[src/rtl/if_stage.sv]
// Instruction-fetch stage: owns the fetch PC, drives the instruction-memory word
// offset, fills the IF/ID register, and handles stall, redirect and ECALL/EBREAK halt.
module if_stage #(
  parameter logic [31:0] RESET_PC = 32'h0000_0000,
  parameter logic [31:0] NOP_INST = 32'h0000_0033,
  parameter int          OFFSET_W = 6
) (
  input  logic                clk,
  input  logic                rst_n,
  input  logic                stall,
  input  logic                redirect,
  input  logic [31:0]         redirect_pc,
  output logic [OFFSET_W-1:0] imem_offset,
  input  logic [31:0]         imem_data,
  output logic [31:0]         pc,
  output logic [31:0]         if_id_pc,
  output logic [31:0]         if_id_pc4,
  output logic [31:0]         if_id_inst,
  output logic                if_id_valid,
  output logic                halted,
  output logic                misalign_err
);

  localparam logic [31:0] ECALL_INST  = 32'h0000_0073;
  localparam logic [31:0] EBREAK_INST = 32'h0010_0073;

  typedef enum logic {RUN, HALT} state_t;

  state_t      r_state, w_state_nxt;
  logic [31:0] r_pc, w_pc_nxt;
  logic [31:0] r_if_id_pc, w_if_id_pc_nxt;
  logic [31:0] r_if_id_pc4, w_if_id_pc4_nxt;
  logic [31:0] r_if_id_inst, w_if_id_inst_nxt;
  logic        r_if_id_valid, w_if_id_valid_nxt;
  logic        r_misalign, w_misalign_nxt;
  logic [31:0] w_pc_plus4;
  logic        w_is_sys;

  assign w_pc_plus4 = r_pc + 32'd4;
  assign w_is_sys   = (imem_data == ECALL_INST) || (imem_data == EBREAK_INST);

  // Priority below reset: redirect > stall > halt hold > normal fetch.
  always_comb begin
    w_state_nxt       = r_state;
    w_pc_nxt          = r_pc;
    w_if_id_pc_nxt    = r_if_id_pc;
    w_if_id_pc4_nxt   = r_if_id_pc4;
    w_if_id_inst_nxt  = r_if_id_inst;
    w_if_id_valid_nxt = r_if_id_valid;
    w_misalign_nxt    = r_misalign;
    if (redirect) begin
      w_pc_nxt          = {redirect_pc[31:2], 2'b00};
      w_if_id_inst_nxt  = NOP_INST;
      w_if_id_valid_nxt = 1'b0;
      w_state_nxt       = RUN;
      if (redirect_pc[1:0] != 2'b00) w_misalign_nxt = 1'b1;
    end else if (stall) begin
      w_state_nxt = r_state;
    end else if (r_state == HALT) begin
      w_if_id_inst_nxt  = NOP_INST;
      w_if_id_valid_nxt = 1'b0;
    end else begin
      w_if_id_inst_nxt  = imem_data;
      w_if_id_pc_nxt    = r_pc;
      w_if_id_pc4_nxt   = w_pc_plus4;
      w_if_id_valid_nxt = 1'b1;
      // A system instruction is still handed to ID, but fetch parks on it.
      if (w_is_sys) w_state_nxt = HALT;
      else          w_pc_nxt    = w_pc_plus4;
    end
  end

  always_ff @(posedge clk) begin
    if (!rst_n) begin
      r_state       <= RUN;
      r_pc          <= RESET_PC;
      r_if_id_pc    <= 32'd0;
      r_if_id_pc4   <= 32'd0;
      r_if_id_inst  <= NOP_INST;
      r_if_id_valid <= 1'b0;
      r_misalign    <= 1'b0;
    end else begin
      r_state       <= w_state_nxt;
      r_pc          <= w_pc_nxt;
      r_if_id_pc    <= w_if_id_pc_nxt;
      r_if_id_pc4   <= w_if_id_pc4_nxt;
      r_if_id_inst  <= w_if_id_inst_nxt;
      r_if_id_valid <= w_if_id_valid_nxt;
      r_misalign    <= w_misalign_nxt;
    end
  end

  assign imem_offset  = r_pc[OFFSET_W+1:2];
  assign pc           = r_pc;
  assign if_id_pc     = r_if_id_pc;
  assign if_id_pc4    = r_if_id_pc4;
  assign if_id_inst   = r_if_id_inst;
  assign if_id_valid  = r_if_id_valid;
  assign halted       = (r_state == HALT);
  assign misalign_err = r_misalign;

endmodule

[config.mk]
export PLATFORM = sky130hd
export DESIGN_NAME = if_stage
export DESIGN_NICKNAME = d
export VERILOG_FILES = /design/src/rtl/if_stage.sv
export SDC_FILE = /design/constraint.sdc
export NUM_CORES = 1
export LEC_CHECK = 0
export CAP_MARGIN = 20
export CORE_UTILIZATION = 44
export CTS_CLUSTER_DIAMETER = 150
export DETAILED_ROUTE_END_ITERATION = 8
export HOLD_SLACK_MARGIN = 0.15
export PLACE_DENSITY = 0.8
export SLEW_MARGIN = 30
export SYNTH_ARGS = -nofsm -noshare
export SYNTH_HDL_FRONTEND = slang
export SYNTH_SLANG_ARGS = --single-unit
[constraint.sdc]
create_clock -name clk -period 2.4 [get_ports clk]
set_input_delay 0.48 -clock clk [delete_from_list [all_inputs] [get_ports clk]]
set_output_delay 0.48 -clock clk [all_outputs]
set_load 0.05 [all_outputs]
### Word-level counts from Yosys, hierarchy flattened

Cells that the tools add are included.

| storage, ports and cells | value |
|---|---|
| register bits after elaboration | 131 |
| input port bits | 68 |
| logic and storage cells | 34 |

| cells by class | value |
|---|---|
| add/sub/neg operators | 1 |
| equal/unequal tests | 5 |
| muxes and demuxes | 8 |
| bitwise logic cells | 5 |
| reduce and logical (&&, ||, !) cells | 7 |

Operators with widths:

| operator | count |
|---|---|
| $mux 32 | 5 |
| $add 32x3->32 const B | 1 |
| $eq 32x21->1 const B | 1 |
| $eq 32x7->1 const B | 1 |
| $reduce_and 3->1 | 3 |
| $not 1->1 | 5 |
| $ne 2x2->1 const B | 2 |
| $mux 1 | 3 |
| $ne 2x1->1 const B | 1 |
| $reduce_and 2->1 | 1 |
| $reduce_bool 2->1 | 1 |
| $reduce_or 2->1 | 1 |
| $logic_or 1x1->1 | 1 |

### Longest topological paths before layout

Gate-level depths: netlist of the first run.

| depth | value |
|---|---|
| word-level depth | 6 |
| mapped depth | 7 |
| depth with buffers taken out | 6 |

### Worst setup path after synthesis of the first run

OpenSTA, ideal clock, no wires.

| timing | value |
|---|---|
| path type | flip-flop to flip-flop |
| from | register r_pc[2] (netlist: pc[2]) |
| to | register r_pc[16] (netlist: pc[16]) |
| setup time | 0.074 ns |
| arrival time | 2.349 ns |
| required time | 2.326 ns |
| setup slack | -0.023 ns |
| cell stages (with the launch flop) | 7 |
| cell sequence | dfxtp_1 ha_1 nand3_1 or4_1 buf_2 or4_1 a31oi_1 |

| on the way | value |
|---|---|
| cells in the longest elaborated chain, start to end | 5 |

Ends and longest elaborated chain:

| item | RTL line | source |
|---|---|---|
| start, declared | 30 | `logic [31:0] r_pc, w_pc_nxt;` |
| start signal, assigned | 84 | `r_pc <= w_pc_nxt;` |
| $add 32x3->32 | 39 | `assign w_pc_plus4 = r_pc + 32'd4;` |
| $mux 32 | 68 | `if (w_is_sys) w_state_nxt = HALT;` |
| $mux 32 | 59 | `end else if (r_state == HALT) begin` |
| $mux 32 | 57 | `end else if (stall) begin` |
| $mux 32 | 51 | `if (redirect) begin` |

No other way between the ends. The select of a mux whose other input is x is not followed.
A chain may end at the register's enable or synchronous reset.

### Worst setup path in the final report of the first run

| timing | value |
|---|---|
| from | register r_pc[9] (netlist: pc[9]) |
| to | output port pc[9] |

RTL lines:

| item | RTL line | source |
|---|---|---|
| end, declared | 15 | `output logic [31:0] pc,` |

No word-level cell between the ends.

==> impl_metrics.sql, run 1 <==
INSERT INTO impl_metrics (metric_group, metric, value, unit) VALUES
('worst_setup_path', 'cp_data_required_time', '1.92', 'ns'),
('route', 'num_vias', '5672', ''),
('sta', 'clk_skew', '0.006851', 'ns'),
('synthesis', 'postSynth.topFlopCell', 'sky130_fd_sc_hd__dfxtp_1', ''),
('clock_tree', 'post-cts-setup-buffer-count', '0', ''),
('sta', 'final.period_utilization', '0.9671', ''),
('min_path', 'hold_path_class', 'reg2reg', ''),
('clock_tree', 'cts_buffers', '17', ''),
('synthesis', 'avgSynthCellArea', '8.351', 'um^2'),
('power', 'pwr_density_cell', '717.6', 'nW/um^2'),
('clock_tree', 'clock-root-buffer', 'sky130_fd_sc_hd__clkbuf_16', ''),
('final_layout', 'finalCoreUtilization', '0.6893', ''),
('synthesis', 'synthArstFlopShare', '0', ''),
('clock_tree', 'insertion_delay', '0.41', 'ns'),
('place', 'routabilityCongestion', '0.8537', ''),
('sta', 'timing.setup.tns', '0', 'ns'),
('synthesis', 'synth_edf_count', '0', ''),
('global_routing', 'antenna_found_initial', '0', ''),
('clock_tree', 'cts_sinks', '125', ''),
('worst_setup_path', 'crit_fanout', '5', ''),
('global_routing', 'grt_overflow', '0', ''),
('worst_setup_path', 'worst-setup-path-type', 'reg2out', ''),
('route', 'post-route-drc-count', '0', ''),
('final_layout', 'fillerInstances', '972', ''),
('power', 'standby_leakage_power', '3.022', 'nW'),
('synthesis', 'ys_seq_elements', '125', ''),
('route', 'drt-wirelength-per-cell', '17.39', 'um'),
('final_layout', 'seq_area', '2504', 'um^2'),
('sta', 'worst_slew_pin_slew', '0.5502', 'ns'),
('floorplan', 'core-area', '12010', 'um^2'),
('final_layout', 'antenna_cells', '0', ''),
('floorplan', 'row_count', '40', ''),
('route', 'drt-vias-per-instance', '5.610', ''),
('synthesis', 'synthesis.instances', '651', ''),
('sta', 'final.min_clock_period', '2.321', 'ns'),
('worst_setup_path', 'worst_setup_path_end_kind', 'output port', ''),
('worst_setup_path', 'r2r_start', 'pc[2]', ''),
('synthesis', 'synth-warning-count', '0', ''),
('route', 'drt_wl_total', '17.58', 'mm'),
('final_layout', 'multi_input_area', '2620', 'um^2'),
('floorplan', 'die_area', '12800', 'um^2'),
('synthesis', 'synth_area', '5436', 'um^2'),
('global_routing', 'overall_fraction_of_global_route_tracks_in_use', '0.2789', ''),
('route', 'drt-initial-drc-count', '402', ''),
('place', 'portBuffers', '198', ''),
('place', 'hpwl', '12.79', 'mm'),
('clock_tree', 'path_clk_slew', '0.05', 'ns'),
('final_layout', 'finalNetCount', '920', ''),
('sta', 'finalMaxSlewViolations', '0', ''),
('min_path', 'min-delay-start', 'if_id_pc[20]', ''),
('sta', 'max_freq', '430.8', 'MHz'),
('sta', 'grt_setup_unrepaired', 'no', ''),
('run_status', 'status', 'finished clean', ''),
('route', 'detailedRoute.firstPassIterationCount', '5', ''),
('sta', 'setup_viol', '0', ''),
('final_layout', 'areaGrowthSynthToFinish', '52.29', '%'),
('route', 'final_antenna_net_count', '0', ''),
('worst_setup_path', 'data_arrival_time_of_the_critical_path', '1.84', 'ns'),
('clock_tree', 'cts_tree', 'done', ''),
('power', 'totalPowerFinal', '5.942', 'mW'),
('synthesis', 'synth.yosys.seq_area_share', '0.4603', ''),
('place', 'placed_cells', '979', ''),
('sta', 'timing.final.hold_violations', '0', ''),
('worst_setup_path', 'worst_setup_path_start_kind', 'flip-flop', ''),
('flow_run', 'drv_cap', '0', ''),
('final_layout', 'layout.cells.non_filler', '1011', ''),
('sta', 'slew-limit-headroom', '0.6321', ''),
('clock_tree', 'htreeDepth', '4', ''),
('global_routing', 'grt_start_max_net_pins', '54', ''),
('final_layout', 'final_layout_size_suffix_gt1_frac', '0.1076', ''),
('global_routing', 'first_global_vias', '5590', ''),
('clock_tree', 'cts_buffer_depth', '2', ''),
('worst_setup_path', 'worstSetupStartpoint', 'pc[9]', ''),
('floorplan', 'initial_util', '0.4526', ''),
('floorplan', 'io-pin-count', '205', ''),
('synthesis', 'synth.distinct_cells', '55', ''),
('global_routing', 'grt_first_pass_wirelength', '27.88', 'mm'),
('floorplan', 'die_height', '113.2', 'um'),
('power', 'worst_vdd_rail_ir_drop', '0.0004506', 'V'),
('floorplan', 'fp.dieW', '113.2', 'um');
## worst max-delay path, cell delays in order (launching register included)
cell	delay [ns]
sky130_fd_sc_hd__dfxtp_1	0.43
sky130_fd_sc_hd__buf_4	0.18
sky130_fd_sc_hd__clkdlybuf4s50_1	0.81
## final cells by class
cell class	count	area share
multi-input combinational	455	0.3165
sequential	125	0.3024
timing repair buffer	246	0.2865
tap	147	0.02222
inverter	6	0.002720
clock buffer	24	0.05577
clock inverter	8	0.01390
## cell families (layout without fill, tap and decap cells)
kind of cell               count (synthesis)  in the layout  share of synthesized area
xor gates and xnor gates                  32             32                    0.05155
DFF                                      125            125                     0.4603
and+or+nand+nor                          224            224                     0.1938
other                                      1              6                  0.0006898
muxes                                      7              7                    0.01427
buffers and inverters                     76            284                    0.06375
adders and majority gates                  1              1                   0.002301
AOI/OAI and AO/OA                        185            185                     0.2134
## timing repair
item | CTS | global route
hold buffers | 0 | 0
gates resized for setup | 0 | 2
setup endpoints to repair | 0 | 2
## per-stage QoR
step	worst slack (ns)	hold WS (ns)	cell area (um^2)
floorplan	0.004474	0.6082	5456
global placement	-0.07400	0.4341	7697
detailed placement	-0.1137	0.4470	7697
CTS	0.01958	0.4543	8274
global route	0.03317	0.4711	8279
finish	0.07898	0.4526	8279
## registers in the layout (all words and copies together), names as in the netlist
register and cells:
halted 1, if_id_inst 32, if_id_pc 30, if_id_pc4 30, if_id_valid 1, misalign_err 1
pc 30
## per-layer routing
| metal | wire length, um | track usage |
|---|---|---|
| met1 | 7346 | 0.3320 |
| met3 | 1392 | 0.08784 |
| met4 | 511 | 0.1526 |
| met2 | 8330 | 0.4479 |
| met5 | 0 | 0 |
## layout by cell type (no fill, tap or decap), drive strengths merged, types with 7 or more instances in the layout
cell	netlist	layout
a211oi	22	22
a21oi	63	63
a22oi	30	30
a31oi	7	7
and3	8	8
buf	32	48
clkbuf	38	24
clkdlybuf4s50	0	196
dfxtp	125	125
nand2	86	86
nand3	14	14
nand4	15	15
nor2	64	64
nor3	9	9
nor4	7	7
o21ai	35	35
xnor2	16	16
xor2	16	16
## worst paths after layout
| kind | to | slack, ns | depth (start not counted) |
|---|---|---|---|
| setup / recovery | pc[9] | 0.08 | 2 |
| hold / removal | if_id_pc[20] | 0.45 | 2 |
| setup reg to reg | pc[16] | 0.31 | 5 |
| hold reg to reg | if_id_pc[20] | 0.45 | 2 |
## where the power goes
group          switching (mW)  leakage (nW)  internal [mW]
clock network           0.876         0.286           1.65
registers              0.0937          1.02           2.18
logic                   0.715          1.71          0.429
total                    1.68          3.02           4.26
## cell usage after synthesis, drive strengths merged (3+ instances only)
cell type,n,area share
dfxtp,125,0.46
nand2,86,0.059
nor2,64,0.044
a21oi,63,0.058
clkbuf,38,0.027
o21ai,35,0.032
buf,32,0.033
a22oi,30,0.041
a211oi,22,0.031
xnor2,16,0.026
xor2,16,0.026
nand4,15,0.020
nand3,14,0.013
nor3,9,0.0092
and3,8,0.0094
a31oi,7,0.0081
nor4,7,0.0092
inv,6,0.0041
mux2,6,0.012
and4,4,0.0064
o22ai,4,0.0046
o31ai,4,0.0055
or4,4,0.0055
o211ai,3,0.0041
o311ai,3,0.0048
or2,3,0.0035
Note: power is estimated with default switching activity, not from simulation.
==> run 2: changes to the inputs <==
--- a/config.mk
+++ b/config.mk
@@ -6,11 +6,11 @@
 export NUM_CORES = 1
 export LEC_CHECK = 0
 export CAP_MARGIN = 20
-export CORE_UTILIZATION = 44
+export CORE_UTILIZATION = 48
 export CTS_CLUSTER_DIAMETER = 150
 export DETAILED_ROUTE_END_ITERATION = 8
 export HOLD_SLACK_MARGIN = 0.15
-export PLACE_DENSITY = 0.8
+export PLACE_DENSITY = 0.86
 export SLEW_MARGIN = 30
 export SYNTH_ARGS = -nofsm -noshare
 export SYNTH_HDL_FRONTEND = slang
==> constraint.sdc (replaced) <==
create_clock -name clk -period 2.75 [get_ports clk]
set_input_delay 0.55 -clock clk [delete_from_list [all_inputs] [get_ports clk]]
set_output_delay 0.55 -clock clk [all_outputs]
set_load 0.05 [all_outputs]
==> impl_metrics.sql, run 2 (synthesized netlist as in run 1, its figures left out) <==
INSERT INTO impl_metrics (metric_group, metric, value, unit) VALUES
('worst_setup_path', 'timing.critical_path.slowest_stage_cell', 'sky130_fd_sc_hd__clkdlybuf4s50_1', ''),
('floorplan', 'io-pin-count', '205', ''),
('sta', 'final.period_utilization', '0.9147', ''),
('clock_tree', 'cts_buffers', '17', ''),
('worst_setup_path', 'worst_path_largest_cell_delay', '0.91', 'ns'),
('worst_setup_path', 'cpLargestDelayFamily', 'buffers and inverters', ''),
('floorplan', 'fp.dieW', '108.4', 'um'),
('clock_tree', 'insertion_delay', '0.41', 'ns'),
('run_status', 'status', 'finished clean', ''),
('worst_setup_path', 'cp_data_required_time', '2.20', 'ns'),
('power', 'internal_power', '3.951', 'mW'),
('clock_tree', 'cts_buffer_depth', '2', ''),
('clock_tree', 'clock-root-buffer', 'sky130_fd_sc_hd__clkbuf_16', ''),
('power', 'clkPwrFrac', '0.455', ''),
('final_layout', 'mostFrequentLayoutCell', 'sky130_fd_sc_hd__clkdlybuf4s50_1', ''),
('clock_tree', 'cts_tree', 'done', ''),
('global_routing', 'antenna_found_initial', '0', ''),
('final_layout', 'most-common-layout-cells', '198 x sky130_fd_sc_hd__clkdlybuf4s50_1, 125 x sky130_fd_sc_hd__dfxtp_1, 86 x sky130_fd_sc_hd__nand2_1', ''),
('final_layout', 'post_route_cell_area', '8123', 'um^2'),
('route', 'detailedRoute.firstPassIterationCount', '6', ''),
('final_layout', 'fillerInstances', '786', ''),
('sta', 'finalMaxSlewViolations', '0', ''),
('floorplan', 'row_count', '38', ''),
('final_layout', 'largest_register_ff_count', '32', ''),
('power', 'totalPowerFinal', '5.435', 'mW'),
('final_layout', 'layout.cells.non_filler', '976', ''),
('power', 'power.share.switching', '0.2731', ''),
('global_routing', 'grt_first_pass_wirelength', '27.80', 'mm'),
('power', 'seq_power_share', '0.369', ''),
('floorplan', 'initial_util', '0.4971', ''),
('place', 'hpwl', '12.23', 'mm'),
('route', 'num_vias', '5807', ''),
('place', 'routabilityCongestion', '0.9649', ''),
('place', 'placed_cells', '945', ''),
('worst_setup_path', 'data_arrival_time_of_the_critical_path', '1.97', 'ns'),
('route', 'post-route-drc-count', '0', ''),
('power', 'pwr-share-comb', '0.176', ''),
('final_layout', 'antenna_cells', '0', ''),
('worst_setup_path', 'critical_path.cell_chain', 'clkdlybuf4s50_1', ''),
('place', 'portBuffers', '198', ''),
('worst_setup_path', 'worstSetupStartpoint', 'pc[10]', ''),
('floorplan', 'die_area', '11760', 'um^2'),
('sta', 'final.min_clock_period', '2.515', 'ns'),
('power', 'net-switching-power', '1.484', 'mW'),
('power', 'standby_leakage_power', '2.881', 'nW'),
('sta', 'timing.setup.tns', '0', 'ns'),
('global_routing', 'grt_overflow', '0', ''),
('clock_tree', 'post_cts_resize_count', '0', ''),
('final_layout', 'areaGrowthSynthToFinish', '49.41', '%'),
('floorplan', 'die_height', '108.4', 'um'),
('sta', 'grt_setup_unrepaired', 'no', ''),
('sta', 'timing.final.hold_violations', '0', ''),
('clock_tree', 'post-cts-setup-buffer-count', '0', ''),
('place', 'place_area', '7472', 'um^2'),
('route', 'drt-vias-per-instance', '5.950', ''),
('sta', 'clk_skew', '0.005881', 'ns'),
('global_routing', 'first_global_vias', '5582', ''),
('worst_setup_path', 'path_buf_inv', '1', ''),
('worst_setup_path', 'r2r_start', 'pc[10]', ''),
('flow_run', 'drv_cap', '0', ''),
('sta', 'worst_slew_pin_slew', '0.6651', 'ns'),
('worst_setup_path', 'worst_setup_path_end_kind', 'output port', ''),
('final_layout', 'seq_area', '2502', 'um^2'),
('clock_tree', 'path_clk_slew', '0.05', 'ns'),
('min_path', 'hold_path_class', 'reg2reg', ''),
('final_layout', 'final_layout_size_suffix_gt1_frac', '0.07895', ''),
('sta', 'setup_viol', '0', ''),
('route', 'final_antenna_net_count', '0', ''),
('route', 'drt-initial-drc-count', '509', ''),
('power', 'worst_vdd_rail_ir_drop', '0.0003421', 'V'),
('global_routing', 'grt_start_max_net_pins', '88', ''),
('route', 'drt-wirelength-per-cell', '18.29', 'um'),
('clock_tree', 'htreeDepth', '4', ''),
('power', 'pwr_density_cell', '669.1', 'nW/um^2'),
('clock_tree', 'cts_sinks', '125', ''),
('worst_setup_path', 'worst_setup_path_start_kind', 'flip-flop', ''),
('sta', 'hold-worst-slack', '0.4525', 'ns'),
('final_layout', 'multi_input_area', '2620', 'um^2'),
('route', 'drt_wl_total', '17.85', 'mm'),
('worst_setup_path', 'crit_fanout', '10', ''),
('worst_setup_path', 'worst-setup-path-type', 'reg2out', ''),
('floorplan', 'core-area', '10940', 'um^2'),
('min_path', 'min-delay-start', 'if_id_pc[13]', ''),
('sta', 'max_freq', '397.6', 'MHz'),
('global_routing', 'overall_fraction_of_global_route_tracks_in_use', '0.3072', ''),
('final_layout', 'finalNetCount', '893', ''),
('sta', 'slew-limit-headroom', '0.5525', ''),
('clock_tree', 'number_of_buffers_inserted_for_hold_repair_after_clock_tree_synthesis', '0', '');
run 2: cell count changes in the layout (fill, tap and decap cells not counted), sizes merged:
cell | before | now
clkdlybuf4s50 | 196 | 198
clkinv | 5 | 1
buf | 48 | 21
clkbuf | 24 | 25
bufinv | 3 | 5
dlymetal6s2s | 2 | 0
run 2: routing by layer:
layer,track usage,up-vias,part of all wire
met1,0.3633,2724,0.38
met2,0.5108,375,0.48
met3,0.08921,63,0.11
met4,0.1438,0,0.034
met5,0,-,0
li1,-,2645,-
run 2: stage by stage:
stage	utilization	worst slack (ns)
floorplan	-	0.3267
global placement	0.6833	0.2612
detailed placement	0.6833	0.1797
CTS	0.7428	0.2661
global route	0.7428	0.1796
finish	0.7428	0.2347
run 2: final cells by class:
| cell class | count | area share |
|---|---|---|
| Clock buffer | 25 | 0.06100 |
| Clock inverter | 6 | 0.01910 |
| Inverter | 6 | 0.002773 |
| Multi-Input combinational cell | 455 | 0.3226 |
| Sequential cell | 125 | 0.3081 |
| Tap cell | 140 | 0.02157 |
| Timing Repair Buffer | 219 | 0.2649 |
run 2: worst paths after layout:
path              slack (ns)  cells past startpoint      endpoint
setup / recovery        0.23                      1        pc[10]
hold / removal          0.45                      2  if_id_pc[13]
setup reg to reg        0.32                      5        pc[27]
hold reg to reg         0.45                      2  if_id_pc[13]
run 2: power by group through the flow:
stage / sequential, mW / clock, mW / combinational, mW
after CTS: 2.00 / 2.48 / 0.950
after floorplan: 2.30 / 0 / 0.313
after global routing: 2.02 / 2.56 / 1.00
after detailed placement: 2.04 / 0 / 0.942
after global placement: 2.03 / 0 / 0.925
final: 2.01 / 2.47 / 0.955
==> run 3: changes to the inputs <==
--- a/config.mk
+++ b/config.mk
@@ -5,12 +5,15 @@
 export SDC_FILE = /design/constraint.sdc
 export NUM_CORES = 1
 export LEC_CHECK = 0
+export ABC_AREA = 1
 export CAP_MARGIN = 20
-export CORE_UTILIZATION = 48
+export CORE_UTILIZATION = 49
 export CTS_CLUSTER_DIAMETER = 150
 export DETAILED_ROUTE_END_ITERATION = 8
 export HOLD_SLACK_MARGIN = 0.15
 export PLACE_DENSITY = 0.86
+export REMOVE_ABC_BUFFERS = 1
+export SKIP_LAST_GASP = 1
 export SLEW_MARGIN = 30
 export SYNTH_ARGS = -nofsm -noshare
 export SYNTH_HDL_FRONTEND = slang
==> impl_metrics.sql, run 3 <==
INSERT INTO impl_metrics (metric_group, metric, value, unit) VALUES
('synthesis', 'synth.area.top_cells', 'sky130_fd_sc_hd__dfxtp_1 42%, sky130_fd_sc_hd__nand2_1 18%, sky130_fd_sc_hd__nor2_1 8.2%', ''),
('worst_setup_path', 'worst-setup-path-type', 'reg2out', ''),
('global_routing', 'grt_first_pass_wirelength', '28.44', 'mm'),
('global_routing', 'antenna_found_initial', '0', ''),
('final_layout', 'most-common-layout-cells', '279 x sky130_fd_sc_hd__nand2_1, 196 x sky130_fd_sc_hd__clkdlybuf4s50_1, 130 x sky130_fd_sc_hd__nor2_1', ''),
('clock_tree', 'post-cts-setup-buffer-count', '0', ''),
('worst_setup_path', 'cp_data_required_time', '2.20', 'ns'),
('min_path', 'hold_path_class', 'reg2reg', ''),
('min_path', 'hold_depth', '2', ''),
('power', 'standby_leakage_power', '3.728', 'nW'),
('place', 'hpwl', '12.38', 'mm'),
('synthesis', 'synth_area', '5973', 'um^2'),
('clock_tree', 'cts_sinks', '125', ''),
('global_routing', 'first_global_vias', '5846', ''),
('route', 'detailedRoute.firstPassIterationCount', '5', ''),
('run_status', 'status', 'finished clean', ''),
('sta', 'final.min_clock_period', '2.327', 'ns'),
('clock_tree', 'number_of_buffers_inserted_for_hold_repair_after_clock_tree_synthesis', '0', ''),
('route', 'final_antenna_net_count', '0', ''),
('synthesis', 'synth.distinct_cells', '31', ''),
('global_routing', 'overall_fraction_of_global_route_tracks_in_use', '0.2862', ''),
('route', 'num_vias', '6314', ''),
('floorplan', 'row_count', '39', ''),
('worst_setup_path', 'reg2reg_slack', '0.89', 'ns'),
('worst_setup_path', 'path_buf_inv', '1', ''),
('sta', 'final.period_utilization', '0.8461', ''),
('sta', 'grt_setup_unrepaired', 'no', ''),
('route', 'drt-wirelength-per-cell', '14.31', 'um'),
('final_layout', 'finalCoreUtilization', '0.7330', ''),
('sta', 'setup_viol', '0', ''),
('clock_tree', 'clock-root-buffer', 'sky130_fd_sc_hd__clkbuf_16', ''),
('worst_setup_path', 'worst_path_largest_cell_delay', '0.87', 'ns'),
('synthesis', 'synthArstFlopShare', '0', ''),
('worst_setup_path', 'worst_setup_path_start_kind', 'flip-flop', ''),
('final_layout', 'finalNetCount', '1152', ''),
('power', 'totalPowerFinal', '5.234', 'mW'),
('worst_setup_path', 'critical_path.cell_chain', 'clkdlybuf4s50_1', ''),
('route', 'drt_wl_total', '17.72', 'mm'),
('power', 'worst_vdd_rail_ir_drop', '0.0004588', 'V'),
('floorplan', 'fp.dieW', '112.4', 'um'),
('place', 'place_area', '7961', 'um^2'),
('synthesis', 'synthesis.instances', '905', ''),
('worst_setup_path', 'cpLargestDelayFamily', 'buffers and inverters', ''),
('worst_setup_path', 'data_arrival_time_of_the_critical_path', '1.78', 'ns'),
('worst_setup_path', 'crit_fanout', '7', ''),
('final_layout', 'final_layout_size_suffix_gt1_frac', '0.07489', ''),
('power', 'pwr_density_cell', '612.3', 'nW/um^2'),
('clock_tree', 'path_clk_slew', '0.05', 'ns'),
('synthesis', 'avgSynthCellArea', '6.600', 'um^2'),
('floorplan', 'initial_util', '0.5122', ''),
('sta', 'finalMaxSlewViolations', '0', ''),
('global_routing', 'grt_overflow', '0', ''),
('worst_setup_path', 'r2r_start', 'pc[3]', ''),
('floorplan', 'die_height', '112.4', 'um'),
('synthesis', 'postSynth.topFlopCell', 'sky130_fd_sc_hd__dfxtp_1', ''),
('synthesis', 'synth_edf_count', '0', ''),
('sta', 'worst_slew_pin_slew', '0.8348', 'ns'),
('final_layout', 'areaGrowthSynthToFinish', '43.11', '%'),
('synthesis', 'synth-warning-count', '0', ''),
('sta', 'hold-worst-slack', '0.4624', 'ns'),
('place', 'portBuffers', '198', ''),
('worst_setup_path', 'path_depth', '1', ''),
('clock_tree', 'post_cts_resize_count', '0', ''),
('worst_setup_path', 'ff2ff_path_depth', '12', ''),
('final_layout', 'mostFrequentLayoutCell', 'sky130_fd_sc_hd__nand2_1', ''),
('synthesis', 'synth.yosys.seq_area_share', '0.4189', ''),
('synthesis', 'synth_top_area_share', '0.4189', ''),
('floorplan', 'io-pin-count', '205', ''),
('place', 'routabilityCongestion', '0.8911', ''),
('clock_tree', 'insertion_delay', '0.42', 'ns'),
('clock_tree', 'htreeDepth', '4', ''),
('worst_setup_path', 'rr_endpoint', 'pc[22]', ''),
('sta', 'max_freq', '429.8', 'MHz'),
('worst_setup_path', 'worst_setup_path_end_kind', 'output port', ''),
('sta', 'clk_skew', '0.005140', 'ns'),
('min_path', 'min-delay-start', 'if_id_inst[29]', ''),
('final_layout', 'antenna_cells', '0', ''),
('floorplan', 'core-area', '11660', 'um^2'),
('route', 'drt-initial-drc-count', '464', ''),
('route', 'post-route-drc-count', '0', ''),
('route', 'drt-vias-per-instance', '5.100', ''),
('floorplan', 'die_area', '12640', 'um^2'),
('synthesis', 'post-synth-top-count-cell', 'sky130_fd_sc_hd__nand2_1', ''),
('synthesis', 'ys_seq_elements', '125', ''),
('final_layout', 'post_route_cell_area', '8548', 'um^2'),
('final_layout', 'largest_register_ff_count', '32', ''),
('clock_tree', 'cts_buffers', '17', ''),
('synthesis', 'synth_area_leader_cell', 'sky130_fd_sc_hd__dfxtp_1', ''),
('synthesis', 'synth.top_cells.by_count', '279 x sky130_fd_sc_hd__nand2_1, 130 x sky130_fd_sc_hd__nor2_1, 125 x sky130_fd_sc_hd__dfxtp_1', ''),
('worst_setup_path', 'timing.critical_path.slowest_stage_cell', 'sky130_fd_sc_hd__clkdlybuf4s50_1', ''),
('clock_tree', 'cts_buffer_depth', '2', ''),
('flow_run', 'drv_cap', '0', ''),
('sta', 'slew-limit-headroom', '0.4400', ''),
('clock_tree', 'cts_tree', 'done', ''),
('min_path', 'timing.hold.worst_endpoint', 'if_id_inst[29]', ''),
('global_routing', 'grt_start_max_net_pins', '98', ''),
('sta', 'timing.final.hold_violations', '0', '');
run 3: logic make-up after synthesis:
logic type	Yosys count	synth area share
simple gates	467	0.3247
buf+inv	153	0.1072
other cells	1	0.0006278
fa+ha+maj	1	0.002094
compound gates	151	0.1362
xor+xnor	7	0.01026
flops	125	0.4189
run 3: routing by layer:
| layer | share of wire | GRT usage | wire [um] |
|---|---|---|---|
| met5 | 0 | 0 | 0 |
| met4 | 0.024 | 0.1236 | 430 |
| met3 | 0.070 | 0.06803 | 1237 |
| met2 | 0.48 | 0.4828 | 8486 |
| met1 | 0.43 | 0.3492 | 7564 |
run 3: how the worst max path moves through the flow:
stage / startpoint / endpoint
6_report: pc[4] / imem_offset[2]
2_1_floorplan: halted / if_id_pc4[12]
5_1_grt: redirect / if_id_inst[17]
3_5_place_dp: imem_data[22] / pc[3]
3_3_place_gp: imem_data[13] / pc[3]
4_1_cts: pc[4] / imem_offset[2]
run 3: worst reg2reg max path: cells and delay by family, from the launching register on:
family / cells / cell delay (ns)
DFF: 1 / 0.44
adders and majority gates: 1 / 0.24
and+or+nand+nor: 10 / 1.00
buffers and inverters: 1 / 0.05
run 3: final cells by class:
| cell class | count | area (um^2) |
|---|---|---|
| Clock inverter | 7 | 85.08 |
| Tap cell | 143 | 178.9 |
| Fill cell | 933 | 3114 |
| Timing Repair Buffer | 208 | 2059 |
| Multi-Input combinational cell | 632 | 2849 |
| Inverter | 99 | 371.6 |
| Clock buffer | 24 | 501.7 |
| Sequential cell | 125 | 2502 |
run 3: through the flow:
| stage | instances | setup WS [ns] | setup TNS, ns |
|---|---|---|---|
| floorplan | 856 | -0.6631 | -13.31 |
| global placement | 1207 | 0.3887 | 0 |
| detailed placement | 1207 | 0.3145 | 0 |
| CTS | 1238 | 0.4129 | 0 |
| global route | 1238 | 0.3763 | 0 |
| finish | 1238 | 0.4233 | 0 |
run 3: report_power, final:
group | internal (mW) | total, mW | switching [mW] | leakage (nW)
logic | 0.356 | 1.04 | 0.681 | 2.41
registers | 1.91 | 2.00 | 0.0836 | 1.03
clock network | 1.44 | 2.20 | 0.763 | 0.296
